$ cat config.mk
export PLATFORM = sky130hd
export DESIGN_NAME = serial_subtractor
export DESIGN_NICKNAME = d
export VERILOG_FILES = /design/src/rtl/serial_subtractor_pkg.sv /design/src/rtl/full_subtractor.sv /design/src/rtl/serial_subtractor.sv
export SDC_FILE = /design/constraint.sdc
export NUM_CORES = 1
export LEC_CHECK = 0
export ABC_CLOCK_PERIOD_IN_PS = 2260
export CELL_PAD_IN_SITES_DETAIL_PLACEMENT = 1
export CELL_PAD_IN_SITES_GLOBAL_PLACEMENT = 2
export CORE_MARGIN = 1.5
export CORE_UTILIZATION = 33
export CTS_BUF_LIST = sky130_fd_sc_hd__clkbuf_16
export DETAILED_ROUTE_END_ITERATION = 10
export GPL_TIMING_DRIVEN = 0
export PLACE_DENSITY_LB_ADDON = 0.1
export SYNTH_ARGS = -nofsm -noshare
export SYNTH_HDL_FRONTEND = slang
export SYNTH_SLANG_ARGS = --single-unit
$ cat constraint.sdc
create_clock -name clk -period 2.26 [get_ports clk]
set_input_delay 0.678 -clock clk [delete_from_list [all_inputs] [get_ports clk]]
set_output_delay 0.678 -clock clk [all_outputs]
set_load 0.01 [all_outputs]
$ cat src/rtl/serial_subtractor_pkg.sv
// -----------------------------------------------------------------------------
// serial_subtractor_pkg
// Shared definitions for the bit-serial subtractor slice:
//   - FSM state encodings (ST_IDLE, ST_RUN, ST_DONE), 2 bits wide
//   - legal range of the WIDTH parameter
// -----------------------------------------------------------------------------
package serial_subtractor_pkg;

  // FSM state encodings, kept as plain 2-bit constants for legacy users.
  localparam logic [1:0] ST_IDLE = 2'd0;
  localparam logic [1:0] ST_RUN  = 2'd1;
  localparam logic [1:0] ST_DONE = 2'd2;

  // Legal operand width range.
  localparam int WIDTH_MIN = 32'd1;
  localparam int WIDTH_MAX = 32'd32;

endpackage : serial_subtractor_pkg

$ cat src/rtl/full_subtractor.sv
// -----------------------------------------------------------------------------
// full_subtractor
// Purely combinational one-bit full subtractor: computes a - b - b_in.
// Ports:
//   a     in  minuend bit
//   b     in  subtrahend bit
//   b_in  in  incoming borrow
//   diff  out difference bit
//   b_out out outgoing borrow
// -----------------------------------------------------------------------------
module full_subtractor (
  input  logic a,
  input  logic b,
  input  logic b_in,
  output logic diff,
  output logic b_out
);

  // Difference bit is the odd-parity of the three inputs.
  assign diff  = a ^ b ^ b_in;
  // Borrow when b exceeds a, or when a == b and a borrow is already pending.
  assign b_out = (~a & b) | (~(a ^ b) & b_in);

endmodule : full_subtractor

$ cat src/rtl/serial_subtractor.sv
// -----------------------------------------------------------------------------
// serial_subtractor
// Bit-serial, LSB-first subtractor. Operands are accepted on a valid/ready
// handshake, one bit is processed per clock through a single full_subtractor
// cell with a registered borrow, and the result is presented on a valid/ready
// output handshake. out_valid rises exactly WIDTH clocks after the accept edge.
//
// Parameters:
//   WIDTH      operand/result width, 1..32 (default 8)
//
// Ports:
//   clk        in  rising-edge clock
//   rst_n      in  asynchronous active-low reset
//   in_valid   in  operands a/b valid
//   in_ready   out block can accept operands (state IDLE)
//   a          in  minuend, unsigned
//   b          in  subtrahend, unsigned
//   out_valid  out diff/b_out valid (state DONE)
//   out_ready  in  consumer accepts result
//   diff       out a - b modulo 2^WIDTH
//   b_out      out final borrow, 1 iff a < b
//   ovf        out signed overflow flag
//
// Build option:
//   SERIAL_SUBTRACTOR_OVF_EN  when defined, ovf reports two's-complement
//                             overflow of a - b; otherwise ovf is tied low and
//                             no MSB capture registers are built.
// -----------------------------------------------------------------------------
module serial_subtractor
  import serial_subtractor_pkg::*;
#(
  parameter int WIDTH = 8
) (
  input  logic             clk,
  input  logic             rst_n,
  input  logic             in_valid,
  output logic             in_ready,
  input  logic [WIDTH-1:0] a,
  input  logic [WIDTH-1:0] b,
  output logic             out_valid,
  input  logic             out_ready,
  output logic [WIDTH-1:0] diff,
  output logic             b_out,
  output logic             ovf
);

  localparam int CNT_W = $clog2(WIDTH + 1);

  // Elaboration-time guard on the operand width.
  if ((WIDTH < WIDTH_MIN) || (WIDTH > WIDTH_MAX)) begin : g_width_check
    $error("serial_subtractor: WIDTH out of range");
  end

  logic [1:0]       state_r;
  logic [WIDTH-1:0] a_sh_r;
  logic [WIDTH-1:0] b_sh_r;
  logic [WIDTH-1:0] diff_r;
  logic             bor_r;
  logic [CNT_W-1:0] cnt_r;
  logic             b_out_r;

  logic             d_s;
  logic             bor_next_s;
  logic             last_s;
  logic [WIDTH-1:0] diff_shift_s;

  // Single bit cell working on the LSBs of the operand shift registers.
  full_subtractor u_bit_cell (
    .a     (a_sh_r[0]),
    .b     (b_sh_r[0]),
    .b_in  (bor_r),
    .diff  (d_s),
    .b_out (bor_next_s)
  );

  assign last_s = (cnt_r == CNT_W'(WIDTH - 1));

  // Next diff register value: shift right and insert the new bit at the MSB.
  // Built this way so WIDTH=1 needs no empty slice.
  always_comb begin
    diff_shift_s             = diff_r >> 1'b1;
    diff_shift_s[WIDTH-1]    = d_s;
  end

  // Main FSM and datapath: capture, bit-serial run, hold result until taken.
  always_ff @(posedge clk or negedge rst_n) begin
    if (!rst_n) begin
      state_r <= ST_IDLE;
      a_sh_r  <= {WIDTH{1'b0}};
      b_sh_r  <= {WIDTH{1'b0}};
      diff_r  <= {WIDTH{1'b0}};
      bor_r   <= 1'b0;
      cnt_r   <= {CNT_W{1'b0}};
      b_out_r <= 1'b0;
    end else begin
      case (state_r)
        ST_IDLE: begin
          // in_ready is implied by being in IDLE.
          if (in_valid) begin
            a_sh_r  <= a;
            b_sh_r  <= b;
            bor_r   <= 1'b0;
            cnt_r   <= {CNT_W{1'b0}};
            state_r <= ST_RUN;
          end else begin
            state_r <= ST_IDLE;
          end
        end
        ST_RUN: begin
          a_sh_r <= a_sh_r >> 1'b1;
          b_sh_r <= b_sh_r >> 1'b1;
          diff_r <= diff_shift_s;
          bor_r  <= bor_next_s;
          cnt_r  <= cnt_r + CNT_W'(1);
          if (last_s) begin
            b_out_r <= bor_next_s;
            state_r <= ST_DONE;
          end else begin
            state_r <= ST_RUN;
          end
        end
        ST_DONE: begin
          // Result registers are untouched here, so they stay stable.
          if (out_ready) begin
            state_r <= ST_IDLE;
          end else begin
            state_r <= ST_DONE;
          end
        end
        default: begin
          state_r <= ST_IDLE;
        end
      endcase
    end
  end

`ifdef SERIAL_SUBTRACTOR_OVF_EN
  logic a_msb_r;
  logic b_msb_r;
  logic ovf_r;

  // Signed overflow: operands of differing sign and result sign differs from a.
  // d_s on the last RUN cycle is the final diff MSB.
  always_ff @(posedge clk or negedge rst_n) begin
    if (!rst_n) begin
      a_msb_r <= 1'b0;
      b_msb_r <= 1'b0;
      ovf_r   <= 1'b0;
    end else begin
      if ((state_r == ST_IDLE) && in_valid) begin
        a_msb_r <= a[WIDTH-1];
        b_msb_r <= b[WIDTH-1];
      end else if ((state_r == ST_RUN) && last_s) begin
        ovf_r <= (a_msb_r ^ b_msb_r) & (a_msb_r ^ d_s);
      end else begin
        ovf_r <= ovf_r;
      end
    end
  end

  assign ovf = ovf_r;
`else
  assign ovf = 1'b0;
`endif

  // Handshake flags decode straight from the state register, so neither
  // in_valid nor out_ready reaches in_ready combinationally.
  assign in_ready  = (state_r == ST_IDLE);
  assign out_valid = (state_r == ST_DONE);
  assign diff      = diff_r;
  assign b_out     = b_out_r;

endmodule : serial_subtractor
==> impl_metrics.xml <==
<?xml version="1.0" encoding="UTF-8"?>
<metrics>
  <group name="logic_synthesis">
    <metric name="synth_unique_cells" unit="">22</metric>
    <metric name="synth_largest_type_area_fraction" unit="%">52.3</metric>
    <metric name="number_of_enable_type_register_cells_in_the_synthesized_netlist" unit="">0</metric>
    <metric name="most_instantiated_library_cell_after_synthesis" unit="">sky130_fd_sc_hd__nand2_1</metric>
    <metric name="netlist_top_cells_count" unit="">43 x sky130_fd_sc_hd__nand2_1, 32 x sky130_fd_sc_hd__dfrtp_1, 19 x sky130_fd_sc_hd__o21ai_1</metric>
    <metric name="post-synth-top-area-cell" unit="">sky130_fd_sc_hd__dfrtp_1</metric>
    <metric name="ys_ff_latch" unit="">32</metric>
    <metric name="netlist_instances" unit="">163</metric>
    <metric name="syn-cell-area" unit="um2">1530</metric>
    <metric name="synthesis.yosys.warnings" unit="">0</metric>
    <metric name="main_flop_type_after_synthesis" unit="">sky130_fd_sc_hd__dfrtp_1</metric>
    <metric name="synth_async_sr_flop_share" unit="%">100</metric>
    <metric name="ys_seq_area_share" unit="%">52.3</metric>
    <metric name="post_synth_net_total" unit="">185</metric>
    <metric name="synth.avg_cell_area" unit="um2">9.40</metric>
    <metric name="netlist_top_cells_area" unit="">sky130_fd_sc_hd__dfrtp_1 52%, sky130_fd_sc_hd__nand2_1 11%, sky130_fd_sc_hd__and3b_1 8.6%</metric>
  </group>
  <group name="sta">
    <metric name="rsz_0062_raised_after_global_routing" unit="">false</metric>
    <metric name="timing_worst_slew_pin_value" unit="ns">0.738</metric>
    <metric name="min_period_over_period" unit="%">94.5</metric>
    <metric name="achievable-frequency" unit="MHz">468</metric>
    <metric name="finClkSkew" unit="ns">0.00488</metric>
    <metric name="worst_slew_margin_rel" unit="%">50.8</metric>
    <metric name="slew_viol_final" unit="">0</metric>
    <metric name="setup_viol_count_final" unit="">0</metric>
    <metric name="layout_min_cycle_time" unit="ns">2.13</metric>
    <metric name="report.final.hold_viol_count" unit="">0</metric>
  </group>
  <group name="global_route">
    <metric name="grt_first_pass_wirelength" unit="um">6310</metric>
    <metric name="antenna_found_initial" unit="">0</metric>
    <metric name="grt.overflow.total" unit="">0</metric>
    <metric name="track_usage" unit="%">16.4</metric>
    <metric name="grt_max_degree" unit="">33</metric>
    <metric name="via_count_of_the_first_global_routing_pass" unit="">1344</metric>
  </group>
  <group name="run_status">
    <metric name="status" unit="">complete, no violations</metric>
  </group>
  <group name="floorplan">
    <metric name="boundaryPins" unit="">32</metric>
    <metric name="initial_utilization" unit="%">34.7</metric>
    <metric name="floorplan.die_area" unit="um2">5060</metric>
    <metric name="core_area" unit="um2">4410</metric>
    <metric name="rows" unit="">24</metric>
    <metric name="die_w" unit="um">71.1</metric>
    <metric name="die_height" unit="um">71.1</metric>
  </group>
  <group name="cts">
    <metric name="holdBufCountCts" unit="">0</metric>
    <metric name="cts.repair_timing.setup_buffer_count" unit="">0</metric>
    <metric name="cts_root_buffer" unit="">sky130_fd_sc_hd__clkbuf_16</metric>
    <metric name="ctsLongestPathBuffers" unit="">2</metric>
    <metric name="clock_tree_from_tritoncts" unit="">built</metric>
    <metric name="clock_latency" unit="ns">0.27</metric>
    <metric name="cts-buffers-inserted" unit="">5</metric>
    <metric name="maximum_level_of_the_cts_h_tree" unit="">2</metric>
    <metric name="clock_sink_count" unit="">32</metric>
    <metric name="clk_pin_slew_worst_paths" unit="ns">0.05</metric>
  </group>
  <group name="worst_setup_path">
    <metric name="r2r.worst_path.cells" unit="">5</metric>
    <metric name="endpoint" unit="">out_valid</metric>
    <metric name="worstSetupEndpointType" unit="">primary output</metric>
    <metric name="startpoint_of_the_lowest_slack_register_to_register_path" unit="">state_r[0]</metric>
    <metric name="critical_path_cell_count" unit="">5</metric>
    <metric name="critical_path.slowest_cell" unit="">sky130_fd_sc_hd__dfrtp_1</metric>
    <metric name="cp_peak_stage_delay" unit="ns">0.38</metric>
    <metric name="timing.critical_path.from_type" unit="">flop</metric>
    <metric name="worst_reg2reg_setup_slack" unit="ns">1.01</metric>
    <metric name="timing.critical_path.arrival" unit="ns">1.46</metric>
    <metric name="timing.rr.end" unit="">b_sh_r[5]</metric>
    <metric name="worst_ep_required_time" unit="ns">1.58</metric>
    <metric name="worst-setup-path-type" unit="">reg -&gt; out</metric>
    <metric name="critPathMaxFanout" unit="">10</metric>
    <metric name="worstPathBufferInverterCount" unit="">4</metric>
    <metric name="critical_path.top_delay_family" unit="">buffers and inverters</metric>
    <metric name="worstPathCellList" unit="">buf_4 &gt; buf_6 &gt; nand2b_1 &gt; inv_1 &gt; dlygate4sd2_1</metric>
    <metric name="setup.worst_path.start" unit="">state_r[0]</metric>
  </group>
  <group name="place">
    <metric name="hpwl_reported_at_the_end_of_detailed_placement" unit="um">2750</metric>
    <metric name="place_area" unit="um2">1890</metric>
    <metric name="dp.cells" unit="">245</metric>
    <metric name="portBuffers" unit="">30</metric>
    <metric name="gp_routability_congestion" unit="">0.720</metric>
  </group>
  <group name="drt">
    <metric name="drc" unit="">0</metric>
    <metric name="routed_wire_length_per_instance" unit="um">15.0</metric>
    <metric name="antenna_violating_nets_post_route" unit="">0</metric>
    <metric name="detail_route.wirelength" unit="um">3790</metric>
    <metric name="vias" unit="">1292</metric>
    <metric name="drt_first_pass_iters" unit="">4</metric>
    <metric name="detailed_route_iter0_violations" unit="">43</metric>
    <metric name="vias_per_cell" unit="">5.11</metric>
  </group>
  <group name="finish">
    <metric name="postLayoutCellArea" unit="um2">2050</metric>
    <metric name="final.fill_count" unit="">508</metric>
    <metric name="final-instance-count-excl-fill" unit="">253</metric>
    <metric name="syn2layout_area_growth" unit="%">33.7</metric>
    <metric name="multi_input_area" unit="um2">631</metric>
    <metric name="layout.area.seq" unit="um2">801</metric>
    <metric name="fin_nets" unit="">222</metric>
    <metric name="diodes" unit="">0</metric>
    <metric name="fraction_of_final_layout_cells_sized_beyond_drive_strength_1" unit="%">10.4</metric>
    <metric name="utilization" unit="%">46.4</metric>
  </group>
  <group name="pwr">
    <metric name="ir_drop" unit="mV">0.391</metric>
    <metric name="p_leak" unit="nW">1.01</metric>
    <metric name="total_power" unit="mW">2.66</metric>
    <metric name="power_density" unit="nW/um2">1300</metric>
  </group>
  <group name="job">
    <metric name="timing.max_cap.violations" unit="">0</metric>
  </group>
  <group name="worst_hold_path">
    <metric name="hold_path_class" unit="">in -&gt; async</metric>
  </group>
</metrics>
==> state kept, by name, summed over array words and instances (netlist names) <==
signal	flops
a_sh_r	8
b_out	1
b_sh_r	8
bor_r	1
cnt_r	4
diff	8
state_r	2
==> layer usage <==
metal | part of all wire, % | up-vias | GRT usage (%)
li1 | - | 612 | -
met1 | 43 | 642 | 18.9
met2 | 50 | 31 | 29.0
met3 | 4.7 | 7 | 4.42
met4 | 1.6 | 0 | 6.29
met5 | 0 | - | 0
==> cell families (layout without fill, tap and decap cells) <==
group | count (synthesis) | after routing | share of synthesized area, %
AOI/OAI and AO/OA | 39 | 39 | 13.4
adders and majority gates | 2 | 2 | 2.12
buffers and inverters | 16 | 54 | 6.54
DFF | 32 | 32 | 52.3
muxes | 2 | 2 | 1.31
other | 1 | 1 | 0.245
and+or+nand+nor | 71 | 71 | 24.1
==> per-stage QoR <==
step / setup TNS, ns / hold slack, ns / setup slack (ns)
after floorplan: 0 / 0.382 / 0.631
after global placement: -4.31 / 0.457 / -0.136
after detailed placement: 0 / 0.471 / 0.0606
after CTS: 0 / 0.482 / 0.0239
after global routing: 0 / 0.505 / 0.0584
final: 0 / 0.467 / 0.125
==> worst min path at each step <==
stage	start	endpoint	slack, ns
3_3_place_gp	diff[0]	diff[0]	0.46
4_1_cts	diff[0]	diff[0]	0.48
3_5_place_dp	diff[0]	diff[0]	0.47
6_report	rst_n	diff[1]	0.47
2_1_floorplan	rst_n	a_sh_r[0]	0.38
5_1_grt	diff[0]	diff[0]	0.51
==> worst register-to-register path, cell delays in order (launching register included) <==
cell and delay (ns):
sky130_fd_sc_hd__dfrtp_1 0.38, sky130_fd_sc_hd__buf_4 0.17, sky130_fd_sc_hd__buf_6 0.14, sky130_fd_sc_hd__buf_2 0.19, sky130_fd_sc_hd__a21oi_1 0.16, sky130_fd_sc_hd__o21ai_1 0.08
==> cells in the final DEF, fill, tap and decap left out <==
master,instances
sky130_fd_sc_hd__a21oi_1,17
sky130_fd_sc_hd__a22o_1,2
sky130_fd_sc_hd__and2b_1,1
sky130_fd_sc_hd__and3b_1,15
sky130_fd_sc_hd__buf_2,6
sky130_fd_sc_hd__buf_4,5
sky130_fd_sc_hd__buf_6,2
sky130_fd_sc_hd__bufinv_16,1
sky130_fd_sc_hd__clkbuf_16,5
sky130_fd_sc_hd__clkbuf_2,1
sky130_fd_sc_hd__clkdlybuf4s50_1,27
sky130_fd_sc_hd__clkinv_1,2
sky130_fd_sc_hd__conb_1,1
sky130_fd_sc_hd__dfrtp_1,32
sky130_fd_sc_hd__dlygate4sd2_1,1
sky130_fd_sc_hd__fa_1,1
sky130_fd_sc_hd__ha_1,1
sky130_fd_sc_hd__inv_1,4
sky130_fd_sc_hd__mux2i_1,2
sky130_fd_sc_hd__nand2_1,43
sky130_fd_sc_hd__nand2_2,1
sky130_fd_sc_hd__nand2b_1,3
sky130_fd_sc_hd__nand3_1,3
sky130_fd_sc_hd__nor2_1,1
sky130_fd_sc_hd__nor2b_1,3
sky130_fd_sc_hd__o21ai_1,19
sky130_fd_sc_hd__o21bai_1,1
sky130_fd_sc_hd__or3_1,1
==> where the power goes <==
part / switching (mW) / internal [mW] / total, mW
Combinational: 0.487 / 0.469 / 0.956
Sequential: 0.155 / 0.807 / 0.962
Clock: 0.234 / 0.511 / 0.745
Total: 0.875 / 1.79 / 2.66
==> layout make-up <==
type	instances	share of cell area [%]
Sequential cell	32	39.1
Multi-Input combinational cell	115	30.8
Clock buffer	5	6.11
Tap cell	52	3.18
Inverter	4	0.733
Timing Repair Buffer	30	14.1
Buffer	12	4.15
Clock inverter	3	1.83
==> what timing repair did <==
action,in CTS,in global routing
setup endpoints to repair,2,1
pin swaps,0,0
gates resized for setup,2,2
(Power assumes the default switching activity.)
==> RTL edit 1 (config.mk and constraints unchanged) <==
Build with the macro `SERIAL_SUBTRACTOR_OVF_EN` defined.
--- a/src/rtl/serial_subtractor.sv
+++ b/src/rtl/serial_subtractor.sv
@@ -28,2 +28,4 @@
 // -----------------------------------------------------------------------------
+`define SERIAL_SUBTRACTOR_OVF_EN
+
 module serial_subtractor
Function: changed (a bounded check fails within 10 cycles, from zero or initial values and one cycle with rst_n low).
==> RTL edit 1 against the unedited design <==
Sequential cell count increased by 3; area after synthesis increased by 6.1%; final area increased by 6.8%; clock power increased by 0.7%; register-to-register slack got worse by 0.31 ns; synthesized cell count decreased by 12%; count of clock-buffer cells in the layout unchanged; clock skew about the same; final cell count decreased by 1.2%; power increased by 13%; die area increased by 5.9%; wire length increased by 1.4%; worst setup slack improved by 0.067 ns.
==> RTL edit 1: results (changes against the unedited design) <==
Outcome
  • Status: complete, no violations

Clock network
  • Clk_lat worst skew: 0.28 ns
  • # H-tree levels: 2 (unchanged)
  • CTS clk-pin slew, worst paths: 0.05 ns (about the same)

Final layout
  • Antenna fix cells: 0 (unchanged)
  • Nets@finish: 205 (-7.7%)
  • Final std cells w/o fill: 250 (-1.2%)
  • Share of cells above drive strength 1: 0.169 (+0.0649)

Synthesis
  • Sequential share of the synthesized area: 0.539 (+0.0160)
  • Commonest cells in the netlist: dfrtp_1 (35), nand2_1 (21), o21ai_1 (19)
  • Syn_nets: 166 (-10%)
  • Warnings, synthesis: 0 (unchanged)
  • Synth unique cells: 31 (+41%)
  • Cells after synthesis: 144 (-12%)
  • Synth async-reset ratio: 1.00 (unchanged)
  • Ranking of synthesized cells by area: dfrtp_1 (54%), mux2_4 (8.3%), o21ai_1 (5.9%)

Placed design
  • GPL Wtd Cong: 0.716 (-0.60%)
  • DP HPWL: 2670 um (-2.6%)
  • PortBufs: 31 (+3.3%)
  • Cell count after placement: 242 (-1.2%)

Detailed routing
  • 1st-pass router iterations: 4 (unchanged)
  • Via density: 4.87 (-4.6%)
  • Initial DRC Count: 35 (-19%)
  • Final wirelength: 3850 um (+1.4%)

Timing
  • Relative slew slack: 0.463 (-0.0448)
  • Clk_skew: 0.00518 ns (+0.000303 ns)

Global route
  • GRT Util Overall: 0.164 (-0.000375)
  • First-pass GRT wire length: 6460 um (+2.3%)
  • Vias in the first global route: 1312 (-2.4%)
  • Maximum number of pins on one net before global-route repair: 36 (+9.1%)
  • Initial antenna violation count: 0 (unchanged)

Worst hold path
  • Worst min path class: flip-flop to flip-flop

Pwr
  • Peak VDD IR: 0.408 mV (+4.3%)
  • Leakage: 0.982 nW (-3.2%)

Die
  • Core area: 4720 um2 (+7.0%)

Critical path
  • WP data arrival: 1.39 ns (-0.07 ns)
[RTL edit 1: cell count changes after synthesis, sizes merged, moves of 2 or more]
cell / change
a22oi: +12
a21oi: -12
nand2: -23
dfrtp: +3
mux2: +12
buf: -3
nor2b: +2
nor2: +2
and3b: -13
[RTL edit 1: final timing paths]
check / from / end / slack, ns / cells after the start
min in group asynchronous: rst_n / diff[6] / 0.49 / 1
worst max register to register: b_sh_r[0] / ovf / 0.70 / 5
worst min register to register: ovf / ovf / 0.48 / 1
worst min-delay path: ovf / ovf / 0.48 / 1
max in group asynchronous: rst_n / a_sh_r[7] / 1.26 / 1
worst max-delay path: state_r[0] / in_ready / 0.19 / 4
[RTL edit 1: repair_timing]
item,in CTS,in global routing
pin swaps,0,0
endpoints found under the setup margin,2,1
buffers inserted,1,0
hold buffers,0,0
endpoints found under the hold margin,0,0
resized for setup,3,1
[RTL edit 1: power breakdown]
part / internal (mW) / leakage [nW] / total, mW / switching (mW)
clock network: 0.509 / 0.0811 / 0.750 / 0.241
logic: 0.662 / 0.458 / 1.18 / 0.521
registers: 0.899 / 0.443 / 1.08 / 0.183
total: 2.07 / 0.982 / 3.01 / 0.945
[RTL edit 1: routing by layer]
layer / wire [um] / vias up / track usage
li1: - / 577 / -
met1: 1680 / 604 / 0.192
met2: 1910 / 29 / 0.280
met3: 180 / 8 / 0.0483
met4: 78 / 0 / 0.0650
met5: 0 / - / 0
[RTL edit 1: area by class of cell]
cell class	count	area, um2
inverters	5	18.8
clock inverters	2	33.8
fillers	505	2530
flip-flops and latches	35	876
clock buffers	5	125
plain buffers	9	65.1
well taps	67	83.8
multi-input cells	95	672
repair buffers	32	314
[RTL edit 1: kinds of logic after synthesis]
logic type                 count (synthesis)  synth area share
muxes                                     13             0.110
AOI/OAI and AO/OA                         40             0.147
buffers and inverters                     14            0.0477
and+or+nand+nor                           40             0.136
adders and majority gates                  2            0.0200
DFF                                       35             0.539
[RTL edit 1: stage by stage]
step                 util  hold WS (ns)  area, um2  worst slack (ns)
global placement    0.428         0.468       2020            -0.251
finish              0.463         0.481       2190             0.193
detailed placement  0.426         0.475       2010             0.132
floorplan               -         0.382       1630             0.705
CTS                 0.463         0.488       2190           0.00540
global route        0.463         0.526       2190             0.105
[RTL edit 1: critical path, stage by stage (launching register included)]
cell and delay (ns):
dfrtp_1 0.32, buf_4 0.18, buf_2 0.27, nor2_1 0.06, dlygate4sd2_1 0.28
==> RTL edit 2 (same flow settings) <==
Without the edit above. The parameter `WIDTH` goes from 8 to 4. Comments in the files are not updated.
--- a/src/rtl/serial_subtractor.sv
+++ b/src/rtl/serial_subtractor.sv
@@ -31,3 +31,3 @@
 #(
-  parameter int WIDTH = 8
+  parameter int WIDTH = 4
 ) (
Ports: changed (resized a, b and diff); port bits go from 32 to 20. The function was not compared with the original's and may differ.
==> RTL edit 2 against the unedited design <==
Sequential share of layout area shrank 0.59 points; power shrank 33%; critical endpoint unchanged; area after synthesis shrank 40%; wire length shrank 49%; worst setup slack lost 0.039 ns; synthesized cell count shrank 56%; largest cell class unchanged; sequential cell count shrank 13; final area shrank 39%.
==> RTL edit 2: results (changes against the unedited design) <==
Global route
  • First-pass GRT wire length: 3440 um (-45%)
  • Maximum number of pins on one net before global-route repair: 20 (-39%)
  • Initial antenna violation count: 0 (unchanged)
  • Vias in the first global route: 686 (-49%)
  • GRT Util Overall: 0.142 (-0.0222)

Final layout
  • Fill count: 281 (-45%)
  • Nets@finish: 112 (-50%)
  • Share of cells above drive strength 1: 0.292 (+0.187)

Placed design
  • GPL Wtd Cong: 0.674 (-6.5%)
  • DP Area: 1130 um2 (-40%)
  • PortBufs: 18 (-40%)
  • DP HPWL: 1380 um (-50%)

Pwr
  • Leakage: 0.568 nW (-44%)
  • Peak VDD IR: 0.690 mV (+76%)

Timing
  • Clk_skew: 0.00323 ns (-0.00165 ns)
  • Relative slew slack: 0.429 (-0.0787)

Synthesis
  • Synth async-reset ratio: 1.00 (unchanged)
  • Commonest cells in the netlist: dfrtp_1 (19), inv_1 (7), o221a_2 (6)
  • Post-synthesis mux area share: 0.0711 (+0.0581)
  • Syn_nets: 87 (-53%)
  • XOR/XNOR share of the synthesized area: 0 (unchanged)
  • Sequential share of the synthesized area: 0.520 (-0.00304)
  • Compound-Gate Fraction of Synth Area: 0.135 (+0.00144)
  • Ranking of synthesized cells by area: dfrtp_1 (52%), o221a_2 (7.4%), mux2_2 (4.9%)
  • Main synth FF type: dfrtp_1
  • Synth unique cells: 24 (+9.1%)
  • Synth Area in Adders: 0.0492 (+0.0280)

Worst hold path
  • Worst min path class: flip-flop to flip-flop

Detailed routing
  • Final wirelength: 1940 um (-49%)
  • Initial DRC Count: 13 (-70%)
  • Routed vias: 658 (-49%)

Clock network
  • Cts bufs inserted: 3 (-2)
  • Clock Tree Root: clkbuf_16
  • # H-tree levels: 1 (-1)
  • Clk_lat worst skew: 0.24 ns (-0.03 ns)

Critical path
  • WP data arrival: 1.50 ns (+0.04 ns)
  • Flop2flop setup slack: 0.72 ns (-0.29 ns)
  • Crit path max fanout: 12 (+2)
  • Worst R2R End: a_sh_r[2]
  • Worst R2R Path Depth: 3 (-2)

Outcome
  • Status: complete, no violations
RTL edit 2: cell types whose count changed in the layout (fill, tap and decap cells not counted), moves of 4 or more:
cell and change:
a21oi_1 -16, or4b_1 +4, and3b_1 -15, nand2_1 -43
o21ai_1 -19, buf_2 -4, clkdlybuf4s50_1 -10, mux2_2 +4
o221a_2 +6, dfrtp_1 -15
RTL edit 2: cells by family (layout without fill, tap and decap cells):
group	after synthesis	in the layout
adder cells (fa/ha/maj)	3	3
buffers and inverters	13	37
AND/OR/NAND/NOR	16	16
other	1	1
multiplexers	6	6
AO/OA/AOI/OAI	14	14
flip-flops	19	19
RTL edit 2: what timing repair did:
action,4_1_cts,5_1_grt
setup endpoints to repair,1,2
gates cloned,0,0
buffers inserted,0,3
hold endpoints to repair,0,0
resized for setup,3,2
RTL edit 2: metal layers:
metal,wire [um],GRT usage
met2,948,0.241
met5,0,0
met3,69,0.0256
met4,10,0.0314
met1,914,0.188
RTL edit 2: worst max-delay path, stage by stage (launching register included):
cell             delay (ns)
dfrtp_2                0.49
nand2b_1               0.18
inv_1                  0.06
clkdlybuf4s50_1        0.53
RTL edit 2: per-stage QoR:
step | util | hold WS, ns | std cells | power, mW | setup WS [ns]
floorplan | - | 0.382 | 72 | 1.12 | 0.736
global placement | 0.445 | 0.475 | 120 | 1.36 | 0.155
detailed placement | 0.445 | 0.493 | 120 | 1.40 | 0.152
CTS | 0.476 | 0.500 | 123 | 1.76 | 0.0395
global route | 0.488 | 0.531 | 126 | 1.92 | 0.0198
finish | 0.488 | 0.486 | 126 | 1.77 | 0.0863
RTL edit 2: area by class of cell:
cell class	count	area share
Sequential cell	19	0.385
Multi-Input combinational cell	40	0.301
Timing Repair Buffer	21	0.165
Clock buffer	3	0.0605
Buffer	5	0.0323
Tap cell	30	0.0302
Inverter	7	0.0212
Clock inverter	1	0.00403
RTL edit 2: worst min-delay path by stage:
stage,startpoint,endpoint,slack [ns],depth (start not counted)
6_report,cnt_r[0],cnt_r[0],0.49,1
5_1_grt,cnt_r[0],cnt_r[0],0.53,1
4_1_cts,cnt_r[0],cnt_r[0],0.50,1
3_5_place_dp,cnt_r[0],cnt_r[0],0.49,1
3_3_place_gp,cnt_r[0],cnt_r[0],0.47,1
2_1_floorplan,rst_n,a_sh_r[0],0.38,0
RTL edit 2: power breakdown:
part           internal [mW]  leakage, nW  total, mW  switching (mW)
registers              0.509        0.229      0.635           0.126
logic                  0.470        0.298      0.778           0.308
clock network          0.237       0.0409      0.360           0.123
